`src/rtl/fetch_sequencer.sv`:
```
// Instruction fetch sequencer: owns the PC, issues single-cycle imem requests,
// holds one fetched instruction for decode and applies EX-stage branch redirects.
module fetch_sequencer #(
  parameter logic [63:0] RESET_PC = 64'h0,
  parameter int          CNT_W    = 32
) (
  input  logic             CLK,
  input  logic             Reset,
  input  logic             Halt,
  output logic             ImemReq,
  output logic [63:0]      ImemAddr,
  input  logic             ImemAck,
  input  logic [31:0]      ImemData,
  output logic             IfValid,
  output logic [31:0]      IfInstr,
  output logic [63:0]      IfPC,
  input  logic             IdStall,
  input  logic             ExValid,
  input  logic             Branch,
  input  logic             Uncondbranch,
  input  logic             ALUZero,
  input  logic [63:0]      ExPC,
  input  logic [63:0]      SignExtImm64,
  output logic             Flush,
  output logic [CNT_W-1:0] FetchCount,
  output logic [CNT_W-1:0] RedirectCount
);

  typedef enum logic [1:0] {IDLE, FETCH, HALTED} state_t;

  state_t      state;
  logic [63:0] pc;
  logic        transfer;
  logic        redirect;
  logic [63:0] target;

  // NOTE: the request is combinational so a consumed slot can be refilled in
  // the same cycle; memory samples it per cycle, nothing stays outstanding.
  assign ImemReq  = (state == FETCH) && (!IfValid || !IdStall);
  assign ImemAddr = pc;
  assign transfer = ImemReq && ImemAck;
  assign redirect = ExValid && (Uncondbranch || (Branch && ALUZero));
  assign target   = ExPC + (SignExtImm64 << 2);

  always_ff @(posedge CLK or posedge Reset) begin
    if (Reset) begin
      state         <= IDLE;
      pc            <= RESET_PC;
      IfValid       <= 1'b0;
      IfInstr       <= 32'h0;
      IfPC          <= 64'h0;
      Flush         <= 1'b0;
      FetchCount    <= '0;
      RedirectCount <= '0;
    end else begin
      case (state)
        IDLE:    if (!Halt) state <= FETCH;
        FETCH:   if (Halt)  state <= HALTED;
        HALTED:  if (!Halt) state <= FETCH;
        default: state <= IDLE;
      endcase

      Flush <= redirect;

      // A redirect wins over both a same-cycle transfer and a decode stall.
      if (redirect) begin
        pc      <= target;
        IfValid <= 1'b0;
        if (RedirectCount != '1) RedirectCount <= RedirectCount + 1'b1;
      end else if (transfer) begin
        IfInstr <= ImemData;
        IfPC    <= pc;
        IfValid <= 1'b1;
        pc      <= pc + 64'd4;
        if (FetchCount != '1) FetchCount <= FetchCount + 1'b1;
      end else if (IfValid && !IdStall) begin
        IfValid <= 1'b0;
      end
    end
  end

endmodule
```
`config.mk`:
```
export PLATFORM = sky130hd
export DESIGN_NAME = fetch_sequencer
export DESIGN_NICKNAME = d
export VERILOG_FILES = /design/src/rtl/fetch_sequencer.sv
export SDC_FILE = /design/constraint.sdc
export NUM_CORES = 1
export LEC_CHECK = 0
export ABC_AREA = 1
export ABC_CLOCK_PERIOD_IN_PS = 18300
export CELL_PAD_IN_SITES_DETAIL_PLACEMENT = 0
export CELL_PAD_IN_SITES_GLOBAL_PLACEMENT = 1
export CORE_UTILIZATION = 48
export DETAILED_ROUTE_END_ITERATION = 7
export DONT_BUFFER_PORTS = 1
export PLACE_DENSITY_LB_ADDON = 0.3
export SLEW_MARGIN = 20
export SYNTH_ARGS = -nofsm -noshare
export SYNTH_HDL_FRONTEND = slang
export SYNTH_SLANG_ARGS = --single-unit
```
`constraint.sdc`:
```
create_clock -name CLK -period 18.3 [get_ports CLK]
set_input_delay 1.83 -clock CLK [delete_from_list [all_inputs] [get_ports CLK]]
set_output_delay 1.83 -clock CLK [all_outputs]
set_load 0.02 [all_outputs]
```
After elaboration in Yosys (flattened, before gate mapping)

Cells that the tools add are included.

Bitwise gates (word level): 1
Muxes and demuxes: 8
$add $sub $neg: 4
Equality and inequality tests: 6
Reductions and logical operators: 17

Operators by type and width:

| operator                                                         | number |
|---|---|
| 64-bit two-way mux                                               | 2 |
| 32-bit by 1-bit adder with 32-bit output (second input constant) | 2 |
| 64-bit by 3-bit adder with 64-bit output (second input constant) | 1 |
| 64-bit adder                                                     | 1 |
| 32-bit inequality test (second input constant)                   | 2 |
| 2-bit AND reduction                                              | 3 |
| 1-bit logical AND                                                | 5 |
| 2-bit two-way mux                                                | 2 |
| 2-bit inequality test (second input constant)                    | 2 |
| 2-bit case mux with 2 select lines                               | 1 |
| 1-bit two-way mux                                                | 3 |
| 3-bit AND reduction                                              | 1 |
| 3-bit nonzero test                                               | 1 |
| 2-bit by 1-bit == test with 1-bit output (second input constant) | 1 |
| 2-bit == test (second input constant)                            | 1 |
| 1-bit zero test                                                  | 2 |
| 2-bit zero test                                                  | 1 |
| 1-bit logical OR                                                 | 2 |
| 2-bit nonzero test                                               | 1 |
| 2-bit OR reduction                                               | 1 |
| 1-bit inverter                                                   | 1 |

Output and inout bits: 227
Word-level logic and storage cells: 44
Register bits after elaboration: 228

Depth between registers and ports, before layout

Gate-level depths: netlist (run 1).

Word-level depth: 6
Depth in mapped cells: 17
Mapped depth without buffers: 17

Worst setup path after synthesis (run 1)

Ideal clock, no wire load.

Kind: input to output
Start point: input port IdStall
End point: output port ImemReq
Stages: 3
Path buffers: 0
Arrival: 2.201 ns
Setup slack: 14.269 ns
Required time: 16.470 ns
Cells stage by stage: nand2_1 nand2_1 nor2_2

Word-level cells in the longest chain between the ends: 3

RTL lines:

| item               | line | text |
|---|---|---|
| start: declaration | 17   | `input logic IdStall,` |
| 1-bit zero test    | 39   | `assign ImemReq = (state == FETCH) && (!IfValid \|\| !IdStall);` |
| 1-bit logical OR   | 39   |  |
| 1-bit logical AND  | 39   |  |
| end: declaration   | 10   | `output logic ImemReq,` |

No other way between the ends.

Worst setup path in the final report (run 1)

Start point: input port IdStall
End point: register FetchCount[24]

Word-level cells in the longest chain between the ends: 5

RTL lines:

| item                          | line | text |
|---|---|---|
| 1-bit zero test               | 39   |  |
| 1-bit logical OR              | 39   |  |
| 1-bit logical AND             | 39   |  |
| via ImemReq                   | 10   |  |
| 1-bit logical AND             | 41   | `assign transfer = ImemReq && ImemAck;` |
| 3-bit AND reduction (no line) | --   |  |
| end signal: assignment        | 75   | `if (FetchCount != '1) FetchCount <= FetchCount + 1'b1;` |
| end: declaration              | 25   | `output logic [CNT_W-1:0] FetchCount,` |

The timed path passes the listed nets, and every way through them passes these cells.
A chain may end at the register's enable or synchronous reset.

==> flow_metrics.tcl, run 1 <==
set metrics [dict create \
    min_path_cells 3 \
    clock-sinks 228 \
    start_util 0.491 \
    fin_setup_tns_ns 0 \
    place.gp.congestion 0.989 \
    dpl.hpwl_um 46500 \
    ios 396 \
    cts_tree "built" \
    wl_per_cell_um 18.4 \
    placementRows 68 \
    crit_path_end_kind "flip-flop" \
    final_nets 2907 \
    wirelength_um 57900 \
    root_buffer "clkbuf_16" \
    n_antenna_cell 0 \
    ctsHoldBuffers 0 \
    grt-ovfl-total 0 \
    worstPathArrival_ns 5.22 \
    post-cts-setup-buffers 0 \
    total_power_mw 1.82 \
    leakage_nw 9.73 \
    dpl-instance-area_um2 17500 \
    grt_start_max_net_pins 96 \
    clock.fmax_ghz 0.208 \
    drc 0 \
    fin_crit_sh 0.263 \
    synth_seq_cells 228 \
    ys_types 49 \
    die_w_um 190 \
    num_vias 16900 \
    relSlewSlack 0.412 \
    fin_skew_ns 0.0165 \
    dp_cells 3103 \
    first_pass_iters 5 \
    slowest_delay_ns 0.80 \
    grt.total_usage 0.311 \
    finalMaxSlewViolations 0 \
    avgViaCountPerCell 5.37 \
    setup_viol 0 \
    grt_pass1_vias 15700 \
    antenna_found_initial 0 \
    grt_pass1_wl_um 87600 \
    hold_start "state[0]" \
    synth_flop_cell "dfrtp_1" \
    rsz0062_at_grt "no" \
    syn2layout_area_growth_pct 7.42 \
    ys_warn_count 0 \
    post_synth.cell_area_avg_um2 6.35 \
    critPathLaunch "IdStall" \
    final_common_cell "nand2_1" \
    status "complete, no violations" \
    core_area_um2 34700 \
    cp_slowest_cell "nor2_8" \
    min_period_ns 4.81 \
    synth_edf_count 0 \
    criticalPathCategory "primary input to flip-flop" \
    ff2ff_path_depth 12 \
    ys_seq_area_frac 0.335 \
    r2r_end "FetchCount[24]" \
    r2r-start "IfValid" \
    async_flop_share 1.00 \
    clk_latency_ns 0.52 \
    finalHoldViolations 0 \
    crit_required_ns 18.71 \
    clockBufferDepth 3 \
    cp-start-kind "primary input" \
    whs_endpoint "state[0]" \
    crit_chain "nand2_1 -> nand2_1 -> nor2_2 -> nand2_4 -> nor2_8 -> inv_4 -> a21oi_4 -> nand2_2 -> nor3_4 -> nand3_1 -> nand2_1 -> nand2_1" \
    synthCells 2687 \
    power_density_nw_per_um2 99.1 \
    final_cell_mix "nand2_1 (955), inv_1 (415), nor2_1 (284), dfrtp_1 (228), nand3_1 (157)" \
    synth_nets 2921 \
    post_cts_resized 0 \
    worstMarginPinSlew_ns 0.882 \
    die_y_um 190 \
    final_util 0.528 \
    dieArea_um2 36300 \
    hold_class "flip-flop to flip-flop" \
    drive_gt1_frac 0.0323 \
    cts.htree.levels 1 \
    ir_drop_mv 0.0993 \
    portBuffers 0 \
    cts-buffers-inserted 23 \
    crit_top_cell "nand2_1" \
    maxCapViolCount 0 \
    cp_max_fo 89 \
    path_clk_slew_ns 0.06 \
    fin_area_um2 18300 \
    syn_area_um2 17100 \
    ant_nets 0 \
    ff2ff_setup_slack_ns 14.29 \
    final_cells 3145 \
    drt_iter0_drc 1165 \
]
## metal layers
layer | part of all wire | vias to the layer above | global-route usage
met4 | 0.035 | 0 | 0.113
met1 | 0.43 | 7739 | 0.402
met2 | 0.46 | 617 | 0.523
met3 | 0.079 | 103 | 0.0486
li1 | - | 8443 | -
met5 | 0 | - | 0
## final cells by class
| type | instances | area, µm² |
|---|---|---|
| Clock buffer | 34 | 717 |
| Clock inverter | 8 | 104 |
| Fill cell | 3592 | 16400 |
| Inverter | 420 | 1590 |
| Multi-Input combinational cell | 1994 | 9590 |
| Sequential cell | 228 | 5710 |
| Tap cell | 455 | 569 |
| Timing Repair Buffer | 6 | 48.8 |
## registers in the layout (all words and copies together), names as in the netlist
register	cells
ImemAddr	64
IfInstr	32
FetchCount	32
RedirectCount	32
IfValid	1
IfPC	64
state	2
Flush	1
## kinds of logic after synthesis
family | Yosys count | synth area share
simple gates | 1568 | 0.383
buf+inv | 465 | 0.103
compound gates | 282 | 0.0899
flops | 228 | 0.335
xor+xnor | 79 | 0.0406
fa+ha+maj | 65 | 0.0481
## critical path: cells and delay by family
kind | cells | cell delay [ns]
and+or+nand+nor | 10 | 2.29
AOI/OAI and AO/OA | 1 | 0.57
buffers and inverters | 1 | 0.52
## stage by stage
step                hold slack [ns]  setup WS, ns
global placement              0.525         13.05
global route                  0.594         13.22
floorplan                     0.510         10.22
finish                        0.551         13.49
detailed placement            0.537         13.00
CTS                           0.548         13.53
## where the power goes
group          internal (mW)  switching [mW]
clock                  0.300           0.200
sequential             0.610           0.289
combinational          0.133           0.282
## cells in the mapped netlist, types with 4 or more instances
| cell | n | area [µm²] |
|---|---|---|
| nor3_2 | 8 | 80.1 |
| nand3_1 | 157 | 786 |
| dfrtp_1 | 228 | 5710 |
| nor3_1 | 60 | 300 |
| nand2_1 | 956 | 3590 |
| buf_2 | 9 | 45.0 |
| nor2_1 | 284 | 1070 |
| o21bai_1 | 11 | 82.6 |
| nor4_1 | 10 | 62.6 |
| o21ai_0 | 122 | 611 |
| nand3b_1 | 5 | 37.5 |
| nand4_1 | 57 | 357 |
| buf_1 | 4 | 15.0 |
| xnor2_1 | 31 | 272 |
| a31oi_1 | 9 | 56.3 |
| or2_2 | 5 | 31.3 |
| a22oi_1 | 7 | 52.6 |
| o211ai_1 | 8 | 60.1 |
| a21oi_1 | 109 | 546 |
| nor2_2 | 8 | 50.1 |
| clkbuf_1 | 31 | 116 |
| ha_1 | 64 | 801 |
| inv_1 | 416 | 1560 |
| xor2_1 | 48 | 420 |
## worst max-delay path by stage
stage	cells after the start	endpoint	slack, ns
finish	12	FetchCount[24]	13.49
global route	12	FetchCount[24]	13.22
CTS	12	FetchCount[24]	13.53
detailed placement	12	FetchCount[24]	13.00
global placement	12	FetchCount[24]	13.05
floorplan	1	FetchCount[0]	10.22
Note: power is estimated with default switching activity, not from simulation.
==> run 2, diff against run 1 <==
--- a/config.mk
+++ b/config.mk
@@ -6,10 +6,10 @@
 export NUM_CORES = 1
 export LEC_CHECK = 0
 export ABC_AREA = 1
-export ABC_CLOCK_PERIOD_IN_PS = 18300
+export ABC_CLOCK_PERIOD_IN_PS = 4900
 export CELL_PAD_IN_SITES_DETAIL_PLACEMENT = 0
 export CELL_PAD_IN_SITES_GLOBAL_PLACEMENT = 1
-export CORE_UTILIZATION = 48
+export CORE_UTILIZATION = 45
 export DETAILED_ROUTE_END_ITERATION = 7
 export DONT_BUFFER_PORTS = 1
 export PLACE_DENSITY_LB_ADDON = 0.3
==> constraint.sdc (replaced) <==
create_clock -name CLK -period 4.9 [get_ports CLK]
set_input_delay 0.49 -clock CLK [delete_from_list [all_inputs] [get_ports CLK]]
set_output_delay 0.49 -clock CLK [all_outputs]
set_load 0.02 [all_outputs]
==> run 2 against run 1 <==
Net effect:
- sequential cell count is the same
- first-iteration DRC count shrank 2.1%
- clock skew grew 0.0094 ns
- largest cell class unchanged
- via count shrank 0.38%
- die area grew 6.6%
- clock power grew to 3.5 times the previous value
- non-clock buffer count grew 4
- final area is essentially flat
- register-to-register slack lost 13 ns
- combinational power grew to 3.8 times the previous value
- total power grew to 3.7 times the previous value
- sequential power grew to 3.7 times the previous value
==> flow_metrics.tcl, run 2 (synthesis gave the netlist of run 1 again) <==
set metrics [dict create \
    portBuffers 0 \
    power.net_switching_mw 2.90 \
    root_buffer "clkbuf_16" \
    start_util 0.461 \
    rsz0062_at_grt "no" \
    cp-start-kind "flip-flop" \
    clock-sinks 228 \
    setup_viol 0 \
    place.gp.congestion 0.990 \
    cts_tree "built" \
    ctsHoldBuffers 1 \
    post-cts-setup-buffers 0 \
    crit_path_end_kind "flip-flop" \
    min_period_ns 3.74 \
    placementRows 70 \
    worstPathArrival_ns 4.16 \
    first_pass_iters 5 \
    maxCapViolCount 0 \
    criticalPathCategory "flip-flop to flip-flop" \
    drt_iter0_drc 1141 \
    power_density_nw_per_um2 364 \
    ios 396 \
    drc 0 \
    final_nets 2911 \
    switching_share 0.435 \
    ir_drop_mv 0.187 \
    grt.total_usage 0.300 \
    die_y_um 197 \
    grt_pass1_vias 15700 \
    dieArea_um2 38700 \
    worstMarginPinSlew_ns 0.993 \
    final_common_cell "nand2_1" \
    die_w_um 197 \
    ant_nets 0 \
    fin_setup_tns_ns 0 \
    syn2layout_area_growth_pct 7.43 \
    drive_gt1_frac 0.0312 \
    leakage_nw 9.69 \
    fin_skew_ns 0.0259 \
    status "complete, no violations" \
    cp_max_fo 69 \
    comb_power_share 0.235 \
    finalMaxSlewViolations 0 \
    antenna_found_initial 0 \
    dpl.hpwl_um 48000 \
    clk_latency_ns 0.53 \
    p_clk_frac 0.261 \
    wirelength_um 59400 \
    num_vias 16800 \
    relSlewSlack 0.338 \
    cts-buffers-inserted 23 \
    clockBufferDepth 3 \
    internal-power_mw 3.77 \
    grt_pass1_wl_um 89700 \
    finalHoldViolations 0 \
    avgViaCountPerCell 5.27 \
    grt-ovfl-total 0 \
    grt_start_max_net_pins 95 \
    crit_required_ns 5.32 \
    pwr-share-seq 0.504 \
    post_cts_resized 0 \
    ff2ff_setup_slack_ns 1.16 \
    clock.fmax_ghz 0.267 \
    core_area_um2 37000 \
    path_clk_slew_ns 0.06 \
    cts.htree.levels 1 \
    hold_class "primary input to flip-flop" \
    n_antenna_cell 0 \
    final_util 0.496 \
    final_cell_mix "nand2_1 (955), inv_1 (415), nor2_1 (284), dfrtp_1 (228), nand3_1 (157)" \
    wl_per_cell_um 18.6 \
    fin_crit_sh 0.764 \
]
[run 2: stage by stage]
stage | area [µm²] | total power, mW | hold slack (ns) | setup WS [ns] | cells
2_1_floorplan | 17100 | 4.29 | 0.510 | 1.43 | 2687
3_3_place_gp | 17600 | 4.90 | 0.244 | 1.30 | 3155
3_5_place_dp | 17600 | 4.95 | 0.245 | 1.25 | 3155
4_1_cts | 18300 | 6.69 | 0.0333 | 1.24 | 3196
5_1_grt | 18300 | 7.06 | 0.0277 | 0.929 | 3196
6_report | 18300 | 6.67 | 0.0414 | 1.16 | 3196
[run 2: per-layer routing]
layer	global-route usage	wire [µm]	share of wire
met4	0.0844	1570	0.026
met1	0.378	25100	0.42
met5	0	0	0
met2	0.519	27800	0.47
met3	0.0599	4880	0.082
[run 2: final timing paths]
path,start,end,cells past startpoint
worst min-delay path,Halt,state[0],1
worst max register to register,IfValid,FetchCount[24],12
worst min register to register,state[0],state[0],3
min in group asynchronous,Reset,IfInstr[4],2
worst max-delay path,IfValid,FetchCount[24],12
max in group asynchronous,Reset,RedirectCount[17],4
[run 2: critical path, stage by stage (launching register included)]
cell and delay (ns):
dfrtp_1 0.45, nand2_1 0.12, nand2_1 0.06, nor2_2 0.30, nand2_4 0.36, nor2_8 0.63, inv_4 0.40, a21oi_4 0.53
nand2_2 0.16, nor3_4 0.27, nand3_1 0.12, nand2_1 0.08, nand2_1 0.05
[run 2: final cells by class]
| class | instances | area [µm²] |
|---|---|---|
| fillers | 3955 | 18600 |
| multi-input cells | 1994 | 9590 |
| flip-flops and latches | 228 | 5710 |
| inverters | 420 | 1580 |
| clock buffers | 33 | 663 |
| well taps | 504 | 631 |
| repair buffers | 10 | 77.6 |
| clock inverters | 7 | 72.6 |
[run 2: power by group through the flow]
stage | sequential [mW] | clock, mW | combinational (mW)
floorplan | 3.13 | 0 | 1.16
global placement | 3.39 | 0 | 1.51
detailed placement | 3.40 | 0 | 1.55
CTS | 3.37 | 1.76 | 1.56
global route | 3.42 | 1.84 | 1.80
finish | 3.36 | 1.74 | 1.57
